`config.mk`:
```
export PLATFORM = sky130hd
export DESIGN_NAME = pattern_scan_loader
export DESIGN_NICKNAME = d
export VERILOG_FILES = /design/src/rtl/pattern_scan_loader.sv
export SDC_FILE = /design/constraint.sdc
export NUM_CORES = 1
export LEC_CHECK = 0
export CORE_MARGIN = 5
export CORE_UTILIZATION = 35
export DETAILED_ROUTE_END_ITERATION = 8
export PLACE_DENSITY_LB_ADDON = 0.08
export SLEW_MARGIN = 20
export SYNTH_ARGS = -nofsm -noshare
export SYNTH_HDL_FRONTEND = slang
export SYNTH_SLANG_ARGS = --single-unit
```
`constraint.sdc`:
```
create_clock -name clk -period 2.5 [get_ports clk]
set_clock_uncertainty 0.1 [all_clocks]
set_input_delay 0.625 -clock clk [delete_from_list [all_inputs] [get_ports clk]]
set_output_delay 0.625 -clock clk [all_outputs]
set_load 0.02 [all_outputs]
```
`src/rtl/pattern_scan_loader.sv`:
```
// Scan-port programming master: shifts a frame of BUFFER_SIZE words MSB-first
// into the pattern buffer selected by saddr over sclk/sin/ssel, and returns
// the bits shifted out on sout as readback words.
module pattern_scan_loader #(
  parameter int unsigned BUFFER_WIDTH = 8,
  parameter int unsigned BUFFER_SIZE  = 22,
  parameter int unsigned CLK_DIV      = 2
) (
  input  logic                    clk,
  input  logic                    reset,
  input  logic                    start,
  input  logic [2:0]              start_addr,
  input  logic [BUFFER_WIDTH-1:0] wr_data,
  input  logic                    wr_valid,
  output logic                    wr_ready,
  output logic                    sclk,
  output logic                    sin,
  output logic                    ssel,
  output logic [2:0]              saddr,
  input  logic                    sout,
  output logic [BUFFER_WIDTH-1:0] rd_data,
  output logic                    rd_valid,
  output logic                    busy,
  output logic                    done
);

  localparam int unsigned BCW = (BUFFER_WIDTH > 1) ? $clog2(BUFFER_WIDTH) : 1;
  localparam int unsigned WCW = $clog2(BUFFER_SIZE + 1);
  localparam int unsigned DCW = (CLK_DIV > 1) ? $clog2(CLK_DIV) : 1;

  localparam logic [BCW-1:0] BIT_LAST = BCW'(BUFFER_WIDTH - 1);
  localparam logic [WCW-1:0] WORD_ALL = WCW'(BUFFER_SIZE);
  localparam logic [DCW-1:0] DIV_LAST = DCW'(CLK_DIV - 1);

  typedef enum logic [2:0] {
    S_IDLE,
    S_LOAD,
    S_SHIFT,
    S_HOLD,
    S_DONE
  } state_t;

  state_t                  state_q, state_d;
  logic [BUFFER_WIDTH-1:0] sh_q, sh_d;
  logic [BUFFER_WIDTH-2:0] rx_q, rx_d;
  logic [BUFFER_WIDTH-1:0] rx_full;
  logic [BCW-1:0]          bit_cnt_q, bit_cnt_d;
  logic [WCW-1:0]          word_cnt_q, word_cnt_d;
  logic [DCW-1:0]          div_cnt_q, div_cnt_d;
  logic                    phase_q, phase_d;      // 0: sclk low half, 1: sclk high half
  logic [2:0]              saddr_q, saddr_d;
  logic [BUFFER_WIDTH-1:0] rd_data_q, rd_data_d;
  logic                    rd_valid_q, rd_valid_d;

  logic half_end;
  logic bit_end;
  logic word_end;
  logic frame_end;
  logic boundary_ready;

  assign half_end       = (div_cnt_q == DIV_LAST);
  assign bit_end        = (state_q == S_SHIFT) && phase_q && half_end;
  assign word_end       = bit_end && (bit_cnt_q == BIT_LAST);
  assign frame_end      = word_end && (word_cnt_q == WORD_ALL);
  assign boundary_ready = word_end && (word_cnt_q != WORD_ALL);
  assign rx_full        = {rx_q, sout};

  // State register
  always_ff @(posedge clk) begin
    if (reset) state_q <= S_IDLE;
    else       state_q <= state_d;
  end

  // Next-state logic
  always_comb begin
    state_d = state_q;
    case (state_q)
      S_IDLE:  if (start) state_d = S_LOAD;
      S_LOAD:  if (wr_valid) state_d = S_SHIFT;
      S_SHIFT: begin
        if (frame_end)                  state_d = S_HOLD;
        else if (word_end && !wr_valid) state_d = S_LOAD;
      end
      S_HOLD:  if (half_end) state_d = S_DONE;
      S_DONE:  state_d = S_IDLE;
      default: state_d = S_IDLE;
    endcase
  end

  // Outputs decoded from state and bit phase
  always_comb begin
    wr_ready = (state_q == S_LOAD) || boundary_ready;
    sclk     = (state_q == S_SHIFT) && phase_q;
    ssel     = (state_q == S_LOAD) || (state_q == S_SHIFT) || (state_q == S_HOLD);
    busy     = ssel;
    done     = (state_q == S_DONE);
    sin      = sh_q[BUFFER_WIDTH-1];
    saddr    = saddr_q;
    rd_data  = rd_data_q;
    rd_valid = rd_valid_q;
  end

  // Datapath next-state: bit timing, word counting, shift and capture registers
  always_comb begin
    sh_d       = sh_q;
    rx_d       = rx_q;
    bit_cnt_d  = bit_cnt_q;
    word_cnt_d = word_cnt_q;
    div_cnt_d  = div_cnt_q;
    phase_d    = phase_q;
    saddr_d    = saddr_q;
    rd_data_d  = rd_data_q;
    rd_valid_d = 1'b0;
    case (state_q)
      S_IDLE: begin
        if (start) begin
          saddr_d    = start_addr;
          word_cnt_d = '0;
          bit_cnt_d  = '0;
          div_cnt_d  = '0;
          phase_d    = 1'b0;
        end
      end
      S_LOAD: begin
        if (wr_valid) begin
          sh_d       = wr_data;
          word_cnt_d = word_cnt_q + 1'b1;
          bit_cnt_d  = '0;
          div_cnt_d  = '0;
          phase_d    = 1'b0;
        end
      end
      S_SHIFT: begin
        if (!half_end) begin
          div_cnt_d = div_cnt_q + 1'b1;
        end else begin
          div_cnt_d = '0;
          if (!phase_q) begin
            phase_d = 1'b1;
          end else begin
            // End of a bit: capture sout, then either advance within the word
            // or close the word. The last bit is not shifted out so that sin
            // keeps presenting it while stalled in LOAD or HOLD.
            phase_d = 1'b0;
            rx_d    = rx_full[BUFFER_WIDTH-2:0];
            if (bit_cnt_q != BIT_LAST) begin
              bit_cnt_d = bit_cnt_q + 1'b1;
              sh_d      = {sh_q[BUFFER_WIDTH-2:0], 1'b0};
            end else begin
              bit_cnt_d  = '0;
              rd_data_d  = rx_full;
              rd_valid_d = 1'b1;
              if (boundary_ready && wr_valid) begin
                sh_d       = wr_data;
                word_cnt_d = word_cnt_q + 1'b1;
              end
            end
          end
        end
      end
      S_HOLD: begin
        if (half_end) div_cnt_d = '0;
        else          div_cnt_d = div_cnt_q + 1'b1;
      end
      default: ;
    endcase
  end

  // Datapath registers
  always_ff @(posedge clk) begin
    if (reset) begin
      sh_q       <= '0;
      rx_q       <= '0;
      bit_cnt_q  <= '0;
      word_cnt_q <= '0;
      div_cnt_q  <= '0;
      phase_q    <= 1'b0;
      saddr_q    <= '0;
      rd_data_q  <= '0;
      rd_valid_q <= 1'b0;
    end else begin
      sh_q       <= sh_d;
      rx_q       <= rx_d;
      bit_cnt_q  <= bit_cnt_d;
      word_cnt_q <= word_cnt_d;
      div_cnt_q  <= div_cnt_d;
      phase_q    <= phase_d;
      saddr_q    <= saddr_d;
      rd_data_q  <= rd_data_d;
      rd_valid_q <= rd_valid_d;
    end
  end

endmodule

```
**Word level (Yosys, flattened, before mapping)**

Index checks and enable logic that the tools add are counted.

- Logic and storage cells: 93
- Input bits: 16
- Register bits after elaboration: 40
- Output and inout port bits: 18

- Equal/unequal tests: 17
- Reduce and logical (&&, ||, !) cells: 26
- Multiplexer cells: 33
- Bitwise logic cells: 4
- Add/subtract/negate cells: 3

Operators with widths:

| kind | number |
|---|---|
| two-way mux 8 bit | 5 |
| two-way mux 3 bit | 10 |
| two-way mux 5 bit | 6 |
| one-hot mux 8 bit (2 select lines) | 1 |
| one-hot mux 5 bit (3 select lines) | 1 |
| != test 2 bit, second input constant | 6 |
| one-hot mux 3 bit (4 select lines) | 1 |
| AND reduction 4 bit | 3 |
| AND reduction 5 bit | 2 |
| one-hot mux 3 bit (3 select lines) | 1 |
| logical AND 1 bit | 7 |
| AND reduction 7 bit | 1 |
| equality test 3 x 2 -> 1 bit, second input constant | 2 |
| equality test 3 bit, second input constant | 2 |
| two-way mux 1 bit | 6 |
| one-hot mux 1 bit (3 select lines) | 2 |
| AND reduction 3 bit | 2 |
| nonzero test 3 bit | 2 |
| adder 5 x 1 -> 5 bit, second input constant | 1 |
| equality test 5 bit, second input constant | 1 |
| != test 5 bit, second input constant | 1 |
| NOT 1 bit | 4 |
| OR reduction 4 bit | 1 |
| adder 3 x 1 -> 3 bit, second input constant | 1 |
| 12 further kinds | 14 |

**Longest topological paths before layout**

- Depth after elaboration: 11
- Gate-level depth with buffers: 7
- Mapped depth without buffers: 6

**Least setup slack after synthesis**

Ideal clock, no wire load.

- Path kind: register to output
- Start point: reg bit_cnt_q[0]
- End point: out wr_ready
- Path buffers: 1
- Arrival: 1451 ps
- Setup slack: 324 ps
- Cell stages (with the launch flop): 6
- Data required time: 1775 ps
- Cells stage by stage: dfxtp_1 -> ha_1 -> ha_1 -> nand3_1 -> buf_2 -> o22ai_1

- Longest elaborated chain between the ends: 4

Ends and longest elaborated chain:

| element | line | RTL |
|---|---|---|
| start: declaration | 47 | `logic [BCW-1:0] bit_cnt_q, bit_cnt_d;` |
| start signal: assignment | 184 | `bit_cnt_q <= bit_cnt_d;` |
| equality test 3 bit | 63 | `assign word_end = bit_end && (bit_cnt_q == BIT_LAST);` |
| logical AND 1 bit | 63 |  |
| logical AND 1 bit | 65 | `assign boundary_ready = word_end && (word_cnt_q != WORD_ALL);` |
| logical OR 1 bit | 92 | `wr_ready = (state_q == S_LOAD) \|\| boundary_ready;` |
| end: declaration | 15 | `output logic wr_ready,` |

No other way between the ends.

**Worst setup path in the final report**

- Start point: reg word_cnt_q[0]
- End point: out wr_ready

- Longest elaborated chain between the ends: 3

Ends and longest elaborated chain:

| element | line | RTL |
|---|---|---|
| start: declaration | 48 | `logic [WCW-1:0] word_cnt_q, word_cnt_d;` |
| start signal: assignment | 185 | `word_cnt_q <= word_cnt_d;` |
| != test 5 bit | 65 |  |
| logical AND 1 bit | 65 |  |
| logical OR 1 bit | 92 |  |

No other way between the ends.

==> flow_summary.yaml <==
floorplanning:
  die_w_um: 85.2
  coreArea_um2: 5510
  row_count: 27
  die_area_um2: 7260
  die_h_um: 85.2
  start_util_pct: 35.9
  io_pins: 34
pwr:
  comb_power_share_pct: 18.4
  power_mw: 1.33
  switching_share_pct: 26.8
  p_switching_uw: 356
  power_density_nw_per_um2: 529
  p_leak_nw: 0.967
  pwr-share-seq_pct: 50.3
  vdd_drop_max_v: 0.000293
  p_clk_share_pct: 31.3
  p_int_uw: 974
cells_and_area:
  nets: 270
  layout-drive-gt1-share_pct: 13.9
  diodes: 0
  area_delta_synth_final_pct: 27.1
  fin_util_pct: 45.6
  nFillCells: 543
synthesis:
  synth_enable_flop_cells: 0
  netlist_area_um2: 1980
  synth_flop_cell: "dfxtp_1"
  synth_nets: 231
  yosysMostFrequentCell: "dfxtp_1"
  avgSynthCellArea_um2: 9.38
  synth_area_leader_cell: "dfxtp_1"
  synth-seq-cells: 40
  synthArstFlopShare_pct: 0
  seq_area_frac_synth_pct: 40.5
  ys_top_cells_by_area: "dfxtp_1 40%, mux2i_1 9.1%, a21oi_1 4.3%, nand2_1 4.0%, nor2_1 3.6%"
  synth_top_area_share_pct: 40.5
  synth-warning-count: 0
  synth_cells: 211
  synth_common_cells: "40 x dfxtp_1, 21 x nand2_1, 19 x nor2_1"
  ys_types: 50
cts:
  clk_pin_slew_ns: 0.08
  cts_buffers: 5
  clock-root-buffer: "clkbuf_8"
  clock_path_buffers: 2
  insertion_delay_ns: 0.29
  cts_tree: "built"
  post_cts_buffers: 0
  cts_sinks: 40
  cts_max_level: 2
hold_path:
  hp-class: "flop to flop"
sta:
  maxSlewHeadroom_pct: 71.3
  fmax_ghz: 0.429
  grt_setup_unrepaired: "false"
  final_max_slew_viol_count: 0
  fin_tns_setup_ns: 0
  post-route-period-util_pct: 93.3
  finalHoldViolCount: 0
  final-setup-viol-count: 0
  fin_crit_ns: 2.33
  tightestPinTransition_ns: 0.430
global_routing:
  grt_overflow: 0
  grt_usage_pct: 12.3
  grt_pass1_vias: 1579
  grt_pass1_wl_um: 7330
  antenna_found_initial: 0
  grt_max_degree: 35
setup_path:
  critical_path_required_ns: 1.77
  crit_fanout: 4
  crit_path_start_kind: "flop"
  cp.arrival_ns: 1.61
  worst_setup_path_end_kind: "output port"
  worstSetupPathType: "flop to output port"
run_status:
  status: "complete, no violations"
detailed_routing:
  dr.pass1.iters: 4
  drcViolationCount: 0
  postRouteAntennaNets: 0
  wl_um: 4280
  via_per_inst: 5.05
  wl_per_cell_um: 13.2
  routed-via-count: 1631
  drtIter0Drc: 86
place:
  gp_congestion: 0.772
  portBuffers: 33
  place_hpwl_um: 2960
job:
  maxCapViolCount: 0
area by class of cell:
type | count | area, um2 | share of cell area, %
clock buffer | 7 | 76.3 | 3.04
clock inverter | 1 | 8.76 | 0.348
inverter | 5 | 18.8 | 0.747
multi-input combinational | 152 | 1060 | 42.4
sequential | 40 | 801 | 31.9
tap | 72 | 90.1 | 3.58
timing repair buffer | 46 | 454 | 18.1
stage by stage:
step / cells / setup slack (ns) / cell area, um2 / hold WS [ns]
after global placement: 315 / 0.130 / 2430 / 0.344
after floorplan: 211 / 0.324 / 1980 / 0.336
after detailed placement: 315 / 0.127 / 2430 / 0.349
final: 323 / 0.167 / 2510 / 0.357
after CTS: 323 / 0.0373 / 2510 / 0.361
after global routing: 323 / 0.0512 / 2510 / 0.393
repair_timing:
action	4_1_cts	5_1_grt
gates resized for setup	3	2
hold buffers	0	0
endpoints found under the setup margin	3	2
metal layers:
metal / wire length, um / up-vias / global-route usage [%]
li1: - / 848 / -
met2: 1820 / 39 / 19.4
met4: 40 / 0 / 3.02
met5: 0 / - / 0
met3: 260 / 5 / 3.69
met1: 2150 / 739 / 16.5
layout by cell type (no fill, tap or decap), drive strengths merged, types with 2 or more instances in the layout:
master / Yosys / layout
nand2: 22 / 22
nor3b: 2 / 2
nor3: 3 / 3
nor2: 21 / 21
or3b: 2 / 2
dlymetal6s2s: 0 / 2
nor2b: 2 / 2
and3: 2 / 2
o21bai: 2 / 2
a211oi: 5 / 5
nand4b: 3 / 3
o311ai: 2 / 2
clkdlybuf4s50: 0 / 28
dfxtp: 40 / 40
a22oi: 3 / 3
and2: 2 / 2
nand3b: 2 / 2
mux2i: 18 / 18
or2: 3 / 3
o32ai: 2 / 2
o21ai: 6 / 6
a21oi: 20 / 20
inv: 5 / 5
clkbuf: 5 / 7
buf: 9 / 13
nand3: 5 / 5
dlygate4sd2: 0 / 3
ha: 4 / 4
a311oi: 7 / 7
nand4: 2 / 2
power groups by stage:
stage | combinational (mW) | sequential, mW | clock, mW
global placement | 0.250 | 0.684 | 0
global route | 0.268 | 0.672 | 0.462
floorplan | 0.159 | 0.691 | 0
CTS | 0.248 | 0.669 | 0.440
finish | 0.245 | 0.669 | 0.417
detailed placement | 0.248 | 0.684 | 0
path summary, 6_finish.rpt:
| check | startpoint | endpoint | slack (ns) | cells after the start |
|---|---|---|---|---|
| setup / recovery | word_cnt_q[0] | wr_ready | 0.17 | 5 |
| setup reg to reg | bit_cnt_q[0] | sh_q[0] | 0.54 | 8 |
| hold / removal | rx_q[6] | rx_q[6] | 0.36 | 2 |
| hold reg to reg | rx_q[6] | rx_q[6] | 0.36 | 2 |
registers in the layout, summed over array words and instances (netlist names):
name / cells
phase_q: 1
bit_cnt_q: 3
word_cnt_q: 5
rd_valid: 1
rx_q: 7
div_cnt_q: 1
state_q: 3
saddr: 3
rd_data: 8
sh_q: 8
cells by family (layout without fill, tap and decap cells):
logic type                 after synthesis  after routing  synth area share, %
AOI/OAI and AO/OA                       55             55                 20.4
xor gates and xnor gates                 1              1                0.443
adders and majority gates                4              4                 2.53
buffers and inverters                   19             59                 5.69
DFF                                     40             40                 40.5
muxes                                   18             18                 9.11
and+or+nand+nor                         74             74                 21.4
critical path, stage by stage, from the launching register on:
cell and delay, ns:
dfxtp_1 0.37, inv_1 0.07, ha_1 0.21, and4b_4 0.22, o22ai_1 0.10, dlygate4sd2_1 0.35
Note: power is estimated with default switching activity, not from simulation.
